## src/rtl/imem_pkg.sv

```systemverilog
// Shared types and default sizing for the instruction-memory controller.
// The state enum is used by imem_ctrl.
package imem_pkg;

  localparam int          DEF_DEPTH = 64;
  localparam int          DEF_AW    = 6;
  localparam logic [31:0] DEF_NOP   = 32'h0000_0000;

  typedef enum logic [1:0] {
    IDLE,
    CLEAR,
    LOAD,
    RUN
  } state_t;

endpackage

```

## src/rtl/imem_ram.sv

```systemverilog
// Instruction RAM: one synchronous write port, one asynchronous read port.
// Contents are deliberately not reset.
module imem_ram #(
  parameter int DEPTH = 64,
  parameter int AW    = 6
) (
  input  logic          clk,
  input  logic          we,
  input  logic [AW-1:0] waddr,
  input  logic [31:0]   wdata,
  input  logic [AW-1:0] raddr,
  output logic [31:0]   rdata
);

  logic [31:0] mem [DEPTH];

  always_ff @(posedge clk) begin
    if (we) mem[waddr] <= wdata;
  end

  assign rdata = mem[raddr];

endmodule

```

## src/rtl/imem_ctrl.sv

```systemverilog
// Instruction-memory controller: clears the RAM, streams in a program,
// then releases the core. The fetch port reads NOP while the core is held.
module imem_ctrl
  import imem_pkg::*;
#(
  parameter int          DEPTH = DEF_DEPTH,
  parameter int          AW    = DEF_AW,
  parameter logic [31:0] NOP   = DEF_NOP
) (
  input  logic          clk,
  input  logic          reset_n,
  input  logic          load_start,
  input  logic          ld_valid,
  output logic          ld_ready,
  input  logic [31:0]   ld_data,
  input  logic          ld_last,
  input  logic [AW-1:0] cpu_a,
  output logic [31:0]   cpu_rd,
  output logic          cpu_hold,
  output logic          busy,
  output logic [AW:0]   wcount,
  output logic          ovf
);

  localparam logic [AW:0]   FULL      = (AW+1)'(DEPTH);
  localparam logic [AW-1:0] LAST_ADDR = AW'(DEPTH - 1);

  state_t        state, state_nxt;
  logic [AW-1:0] clr_addr;
  logic          we;
  logic [AW-1:0] waddr;
  logic [31:0]   wdata;
  logic [31:0]   ram_rd;
  logic          full;
  logic          start;

  assign full  = (wcount == FULL);
  assign start = load_start && (state == IDLE || state == RUN);

  // Words past a full memory are still handshaken (so ld_last can end the
  // load) but never written, so address 0 is never overwritten.
  always_comb begin
    state_nxt = state;
    we        = 1'b0;
    waddr     = clr_addr;
    wdata     = '0;
    unique case (state)
      IDLE:  if (load_start) state_nxt = CLEAR;
      CLEAR: begin
        we = 1'b1;
        if (clr_addr == LAST_ADDR) state_nxt = LOAD;
      end
      LOAD: begin
        if (ld_valid) begin
          waddr = wcount[AW-1:0];
          wdata = ld_data;
          we    = !full;
          if (ld_last) state_nxt = RUN;
        end
      end
      RUN:   if (load_start) state_nxt = CLEAR;
      default: state_nxt = IDLE;
    endcase
  end

  always_ff @(posedge clk) begin
    if (!reset_n) begin
      state    <= IDLE;
      clr_addr <= '0;
      wcount   <= '0;
      ovf      <= 1'b0;
    end else begin
      state <= state_nxt;
      if (start) begin
        clr_addr <= '0;
        wcount   <= '0;
        ovf      <= 1'b0;
      end else if (state == CLEAR) begin
        clr_addr <= clr_addr + 1'b1;
      end else if (state == LOAD && ld_valid) begin
        if (full) ovf <= 1'b1;
        else      wcount <= wcount + 1'b1;
      end
    end
  end

  imem_ram #(
    .DEPTH (DEPTH),
    .AW    (AW)
  ) u_ram (
    .clk   (clk),
    .we    (we),
    .waddr (waddr),
    .wdata (wdata),
    .raddr (cpu_a),
    .rdata (ram_rd)
  );

  assign ld_ready = (state == LOAD);
  assign busy     = (state == CLEAR) || (state == LOAD);
  assign cpu_hold = (state != RUN);
  assign cpu_rd   = cpu_hold ? NOP : ram_rd;

endmodule

```

## config.mk

```make
export PLATFORM = sky130hd
export DESIGN_NAME = imem_ctrl
export DESIGN_NICKNAME = d
export VERILOG_FILES = /design/src/rtl/imem_pkg.sv /design/src/rtl/imem_ram.sv /design/src/rtl/imem_ctrl.sv
export SDC_FILE = /design/constraint.sdc
export NUM_CORES = 2
export LEC_CHECK = 0
export BUFFER_PORTS_ARGS = -buffer_cell sky130_fd_sc_hd__buf_2
export CAP_MARGIN = 20
export CORE_MARGIN = 1.5
export CORE_UTILIZATION = 34
export CTS_BUF_LIST = sky130_fd_sc_hd__clkbuf_4
export DETAILED_ROUTE_END_ITERATION = 10
export PLACE_DENSITY_LB_ADDON = 0.3
export RECOVER_POWER = 50
export SETUP_SLACK_MARGIN = 0.1
export SYNTH_ARGS = -nofsm -noshare
export SYNTH_HDL_FRONTEND = slang
export SYNTH_SLANG_ARGS = --single-unit
```

## constraint.sdc

```tcl
create_clock -name clk -period 5.3 [get_ports clk]
set_clock_uncertainty 0.2 [all_clocks]
set_input_delay 1.06 -clock clk [delete_from_list [all_inputs] [get_ports clk]]
set_output_delay 1.06 -clock clk [all_outputs]
set_load 0.1 [all_outputs]
```

# Word-level counts from Yosys, hierarchy flattened
# Memory sizes are Yosys's and may differ from the RTL's.
# Cells that the tools add are included.
[totals]
out_inout_bits = 43
mem_bits_rw = 2048
inputBits = 43
n_memories = 1
wordCells = 45
reg_bits = 16
[mem_list]
columns = ["name", "words", "width", "read_ports", "rd_ports_with_merged_regs", "wr", "line_no", "rtl"]
rows = [
  ["u_ram.mem", 64, 32, 1, 0, 1, "imem_ram.sv:15", "logic [31:0] mem [DEPTH];"],
]
[op_classes]
add_sub_neg = 2
n_bitwise = 3
reduce_logical = 11
n_eq_ne = 10
n_mux = 14
[op_table]
columns = ["op", "count"]
rows = [
  ["two-way mux 32 bit", 3],
  ["two-way mux 6 bit", 2],
  ["two-way mux 2 bit", 4],
  ["adder 7 x 1 -> 7 bit (second input constant)", 1],
  ["== test 7 bit (second input constant)", 1],
  ["adder 6 x 1 -> 6 bit (second input constant)", 1],
  ["== test 6 bit (second input constant)", 1],
  ["inequality test 2 bit (second input constant)", 3],
  ["one-hot mux 2 bit (3 select lines)", 1],
  ["AND reduction 3 bit", 2],
  ["== test 2 bit (second input constant)", 2],
  ["inequality test 2 x 1 -> 1 bit (second input constant)", 2],
  ["AND reduction 4 bit", 1],
  ["OR reduction 2 bit", 2],
  ["two-way mux 1 bit", 3],
  ["NOT 1 bit", 3],
  ["== test 2 x 1 -> 1 bit (second input constant)", 1],
  ["logical AND 1 bit", 2],
  ["logical NOT 2 bit", 1],
  ["logical OR 1 bit", 2],
  ["one-hot mux 1 bit (2 select lines)", 1],
  ["logical NOT 1 bit", 1],
]

# Depth between registers and ports, before layout
[depth]
depth_word = 6
depth_mapped = 10
ltp_nobuf = 7

# Hierarchy
# From an unflattened synthesis, not the netlist that was laid out.
[unflattened]
hier_cells = 3468
area_unflattened_um2 = 79248.5
[by_module_without_submodules]
columns = ["module", "cells_each", "area_each_um2", "instances", "seq_area_each_um2"]
rows = [
  ["imem_ram", 3292, 77874.7, 1, 61499.0],
  ["imem_ctrl", 176, 1373.8, 1, 320.3],
]

# Worst setup path after synthesis
# OpenSTA, ideal clock, no wires.
[synth_timing]
kind = "input -> output"
start = "in cpu_a[4]"
end = "out cpu_rd[27]"
slack_ps = -441
path_stages = 6
required_ps = 4040
t_arrival_ps = 4481
path_buffers = 3
cell_sequence = "clkbuf_1 buf_1 clkbuf_1 mux4_2 mux2i_1 o21ai_0"
[synth_between]
elab_chain_len = 2
[synth_lines]
columns = ["element", "line_no", "rtl"]
rows = [
  ["start: declaration", "imem_ctrl.sv:17", "input logic [AW-1:0] cpu_a,"],
  ["memory (64 x 32 bit)", "n/a", ""],
  ["two-way mux 32 bit", "imem_ctrl.sv:102", "assign cpu_rd = cpu_hold ? NOP : ram_rd;"],
  ["end: declaration", "imem_ctrl.sv:18", "output logic [31:0] cpu_rd,"],
]
# No other way between the ends.

# Worst setup path after layout
[layout_timing]
start = "in cpu_a[0]"
end = "out cpu_rd[23]"
# The elaborated chain is that of the path after synthesis.

==> flow_metrics.tcl <==
set metrics [dict create \
    grt_antenna_before_repair 14 \
    hp-class "in -> reg" \
    ir_drop_mv 0.3323 \
    drive_above_1_share 0.4183 \
    root_buffer "clkbuf_4" \
    rsz0062_at_grt "true" \
    cp-end-kind "primary output" \
    synthTopCellsByArea "edfxtp_1 (77%), mux4_2 (17%), mux2i_1 (1.2%)" \
    setup_viol 0 \
    cts_buffer_depth 4 \
    yosysWarnings 0 \
    wl_um 223900 \
    slowest_stage "mux4_2" \
    synth_cells 3343 \
    grt-ovfl-total 0 \
    die_w_um 486.3 \
    vias_per_cell 5.401 \
    drc 0 \
    worst-path-max-fanout 28 \
    max_slew_margin -0.7097 \
    grt_pass1_vias 41840 \
    n_fill_cell 20710 \
    drt-initial-drc-count 4523 \
    slew_viol_final 161 \
    final_nets 4123 \
    tightest_slew_ns 2.565 \
    clk_pin_slew_ns 0.07 \
    crit_arrival_ns 3.82 \
    htreeDepth 6 \
    place_inst 6543 \
    synth_cell_types 48 \
    cts_buffers 544 \
    violations "capacitance limit, slew limit" \
    regArea_um2 61820 \
    cp.required_ns 4.04 \
    hpwlAfterDp_um 124100 \
    clock.fmax_mhz 196.7 \
    outcome "complete, but fails checks" \
    cp_common_cell "mux4_2" \
    final_hold_viol_count 0 \
    grt_pass1_wl_um 313100 \
    multiInputGateArea_um2 17180 \
    ys_ff_latch 2064 \
    gp_congestion 0.7538 \
    fp.dieH_um 486.3 \
    fin_cells 7428 \
    ant_nets 0 \
    synth-edff-count 2048 \
    dieArea_um2 236400 \
    clkSinkCount 2064 \
    core_area_um2 232300 \
    r2r_slack_ns 0.26 \
    cts_tree "yes" \
    final_core_util 0.3984 \
    min_period_ns 5.084 \
    leakagePower_nw 29.70 \
    cp-start-kind "primary input" \
    yosysSeqAreaShare 0.7786 \
    synth_top_area_cell "edfxtp_1" \
    timing.setup.tns_ns 0 \
    synth.top_cell.area_share 0.7745 \
    synth_flop_cell "edfxtp_1" \
    ioPinCount 86 \
    critPathKind "in -> out" \
    cpPeakStageDelay_ns 0.56 \
    syn_area_um2 79400 \
    syn_to_final_growth_pct 16.56 \
    cellPowerDensity_nw_per_um2 360.8 \
    clock_latency_ns 1.27 \
    dr.pass1.iters 5 \
    crit_buf_inv 3 \
    maxCapViolCount 5 \
    crit_chain "buf_8, buf_12, mux4_2, mux4_2, mux2i_2, o21ai_1, buf_2" \
    vias 40120 \
    async_flop_share 0 \
    cp_top_family "multiplexers" \
    rows 177 \
    period_share 0.9593 \
    start_util 0.3418 \
    syn_nets 3392 \
    syn_area_per_cell_um2 23.75 \
    grtUsageTotal 0.1884 \
    grt_max_degree 65 \
    detail_route.wl_per_cell_um 30.15 \
    portBuffers 85 \
]
[final timing paths]
path                              start                    endpoint  depth (start not counted)
setup / recovery               cpu_a[0]                  cpu_rd[23]                          7
setup reg to reg  state[1]$_SDFFE_PN0P_  u_ram.mem[32][6]$_DFFE_PP_                          4
hold / removal               ld_data[1]  u_ram.mem[24][1]$_DFFE_PP_                          2
hold reg to reg        ovf$_SDFFE_PP0P_            ovf$_SDFFE_PP0P_                          2
[cell families after synthesis]
logic type / after synthesis / synth area share
fa+ha+maj: 6 / 0.0009454
xor+xnor: 10 / 0.001103
flops: 2064 / 0.7786
compound gates: 124 / 0.01037
buf+inv: 184 / 0.01201
simple gates: 246 / 0.01420
mux: 709 / 0.1828
[area by class of cell]
type                    instances  area share
multi-input cells            1095      0.1856
flip-flops and latches       2064      0.6679
repair buffers                359     0.03782
diodes                          8   0.0002163
clock inverters                80    0.004502
inverters                      10   0.0004326
clock buffers                 769     0.06237
well taps                    3043     0.04114
[through the flow]
step	instance area, um^2	worst slack, ns	power [mW]	hold slack, ns
finish	92560	0.2156	33.40	0.1649
detailed placement	86190	0.01327	20.74	0.2998
global placement	86170	0.02751	20.71	0.3009
CTS	92510	0.005659	33.78	0.1209
global route	92560	0.03762	34.70	0.03303
floorplan	79470	0.1387	19.88	0.2790
[repair_timing]
action | 4_1_cts | 5_1_grt
hold buffers | 5 | 1
setup endpoints to repair | 30 | 4
pin swaps | 2 | 4
setup buffers | 0 | 3
gates resized for setup | 22 | 3
hold endpoints to repair | 16 | 2
[Yosys cell counts (7+ instances only)]
cell type and instances:
o22ai_1 17, inv_1 9, nor2_1 98, clkbuf_1 51, and3_1 32, nand2b_1 10, a22oi_1 11, o211ai_1 13
a31oi_1 7, mux4_2 591, dfxtp_1 16, buf_1 25, nand3_1 17, nor3_1 11, buf_2 51, edfxtp_1 2048
buf_4 41, nand2_1 56, a211oi_1 8, mux2i_1 98, o21ai_1 8, mux2_2 20, o21ai_0 17, a21oi_1 20
[report_power, final]
part / leakage [nW] / internal (mW) / switching [mW]
combinational: 7.16 / 0.786 / 1.45
sequential: 18.8 / 18.1 / 0.0294
clock: 3.76 / 6.78 / 6.21
total: 29.7 / 25.7 / 7.69
[sequential cells by signal (all words and copies together) (netlist names)]
| name | flops |
|---|---|
| wcount | 7 |
| state | 2 |
| ovf | 1 |
| u_ram.mem | 2048 |
| clr_addr | 6 |
[metal layers]
layer,vias up,part of all wire,global-route usage
met5,-,0,0
met4,0,0.016,0.04722
met3,295,0.084,0.04148
met2,1906,0.48,0.2982
met1,21770,0.42,0.2645
li1,16150,-,-
[cells in the final DEF, fill, tap and decap left out, types with 16 or more instances in the layout]
cell type     n
mux4_2      591
a21oi_1      18
clkinv_1     55
nor2_4       57
o22ai_1      17
clkbuf_4    770
mux2_2       20
clkbuf_2     23
buf_4       163
mux2i_1      96
edfxtp_1   2048
and3_1       27
dfxtp_1      16
nand2_1      56
buf_12       80
nor2_1       39
buf_2        66
nand3_1      17
No activity file was read; power rests on OpenSTA's default activity.
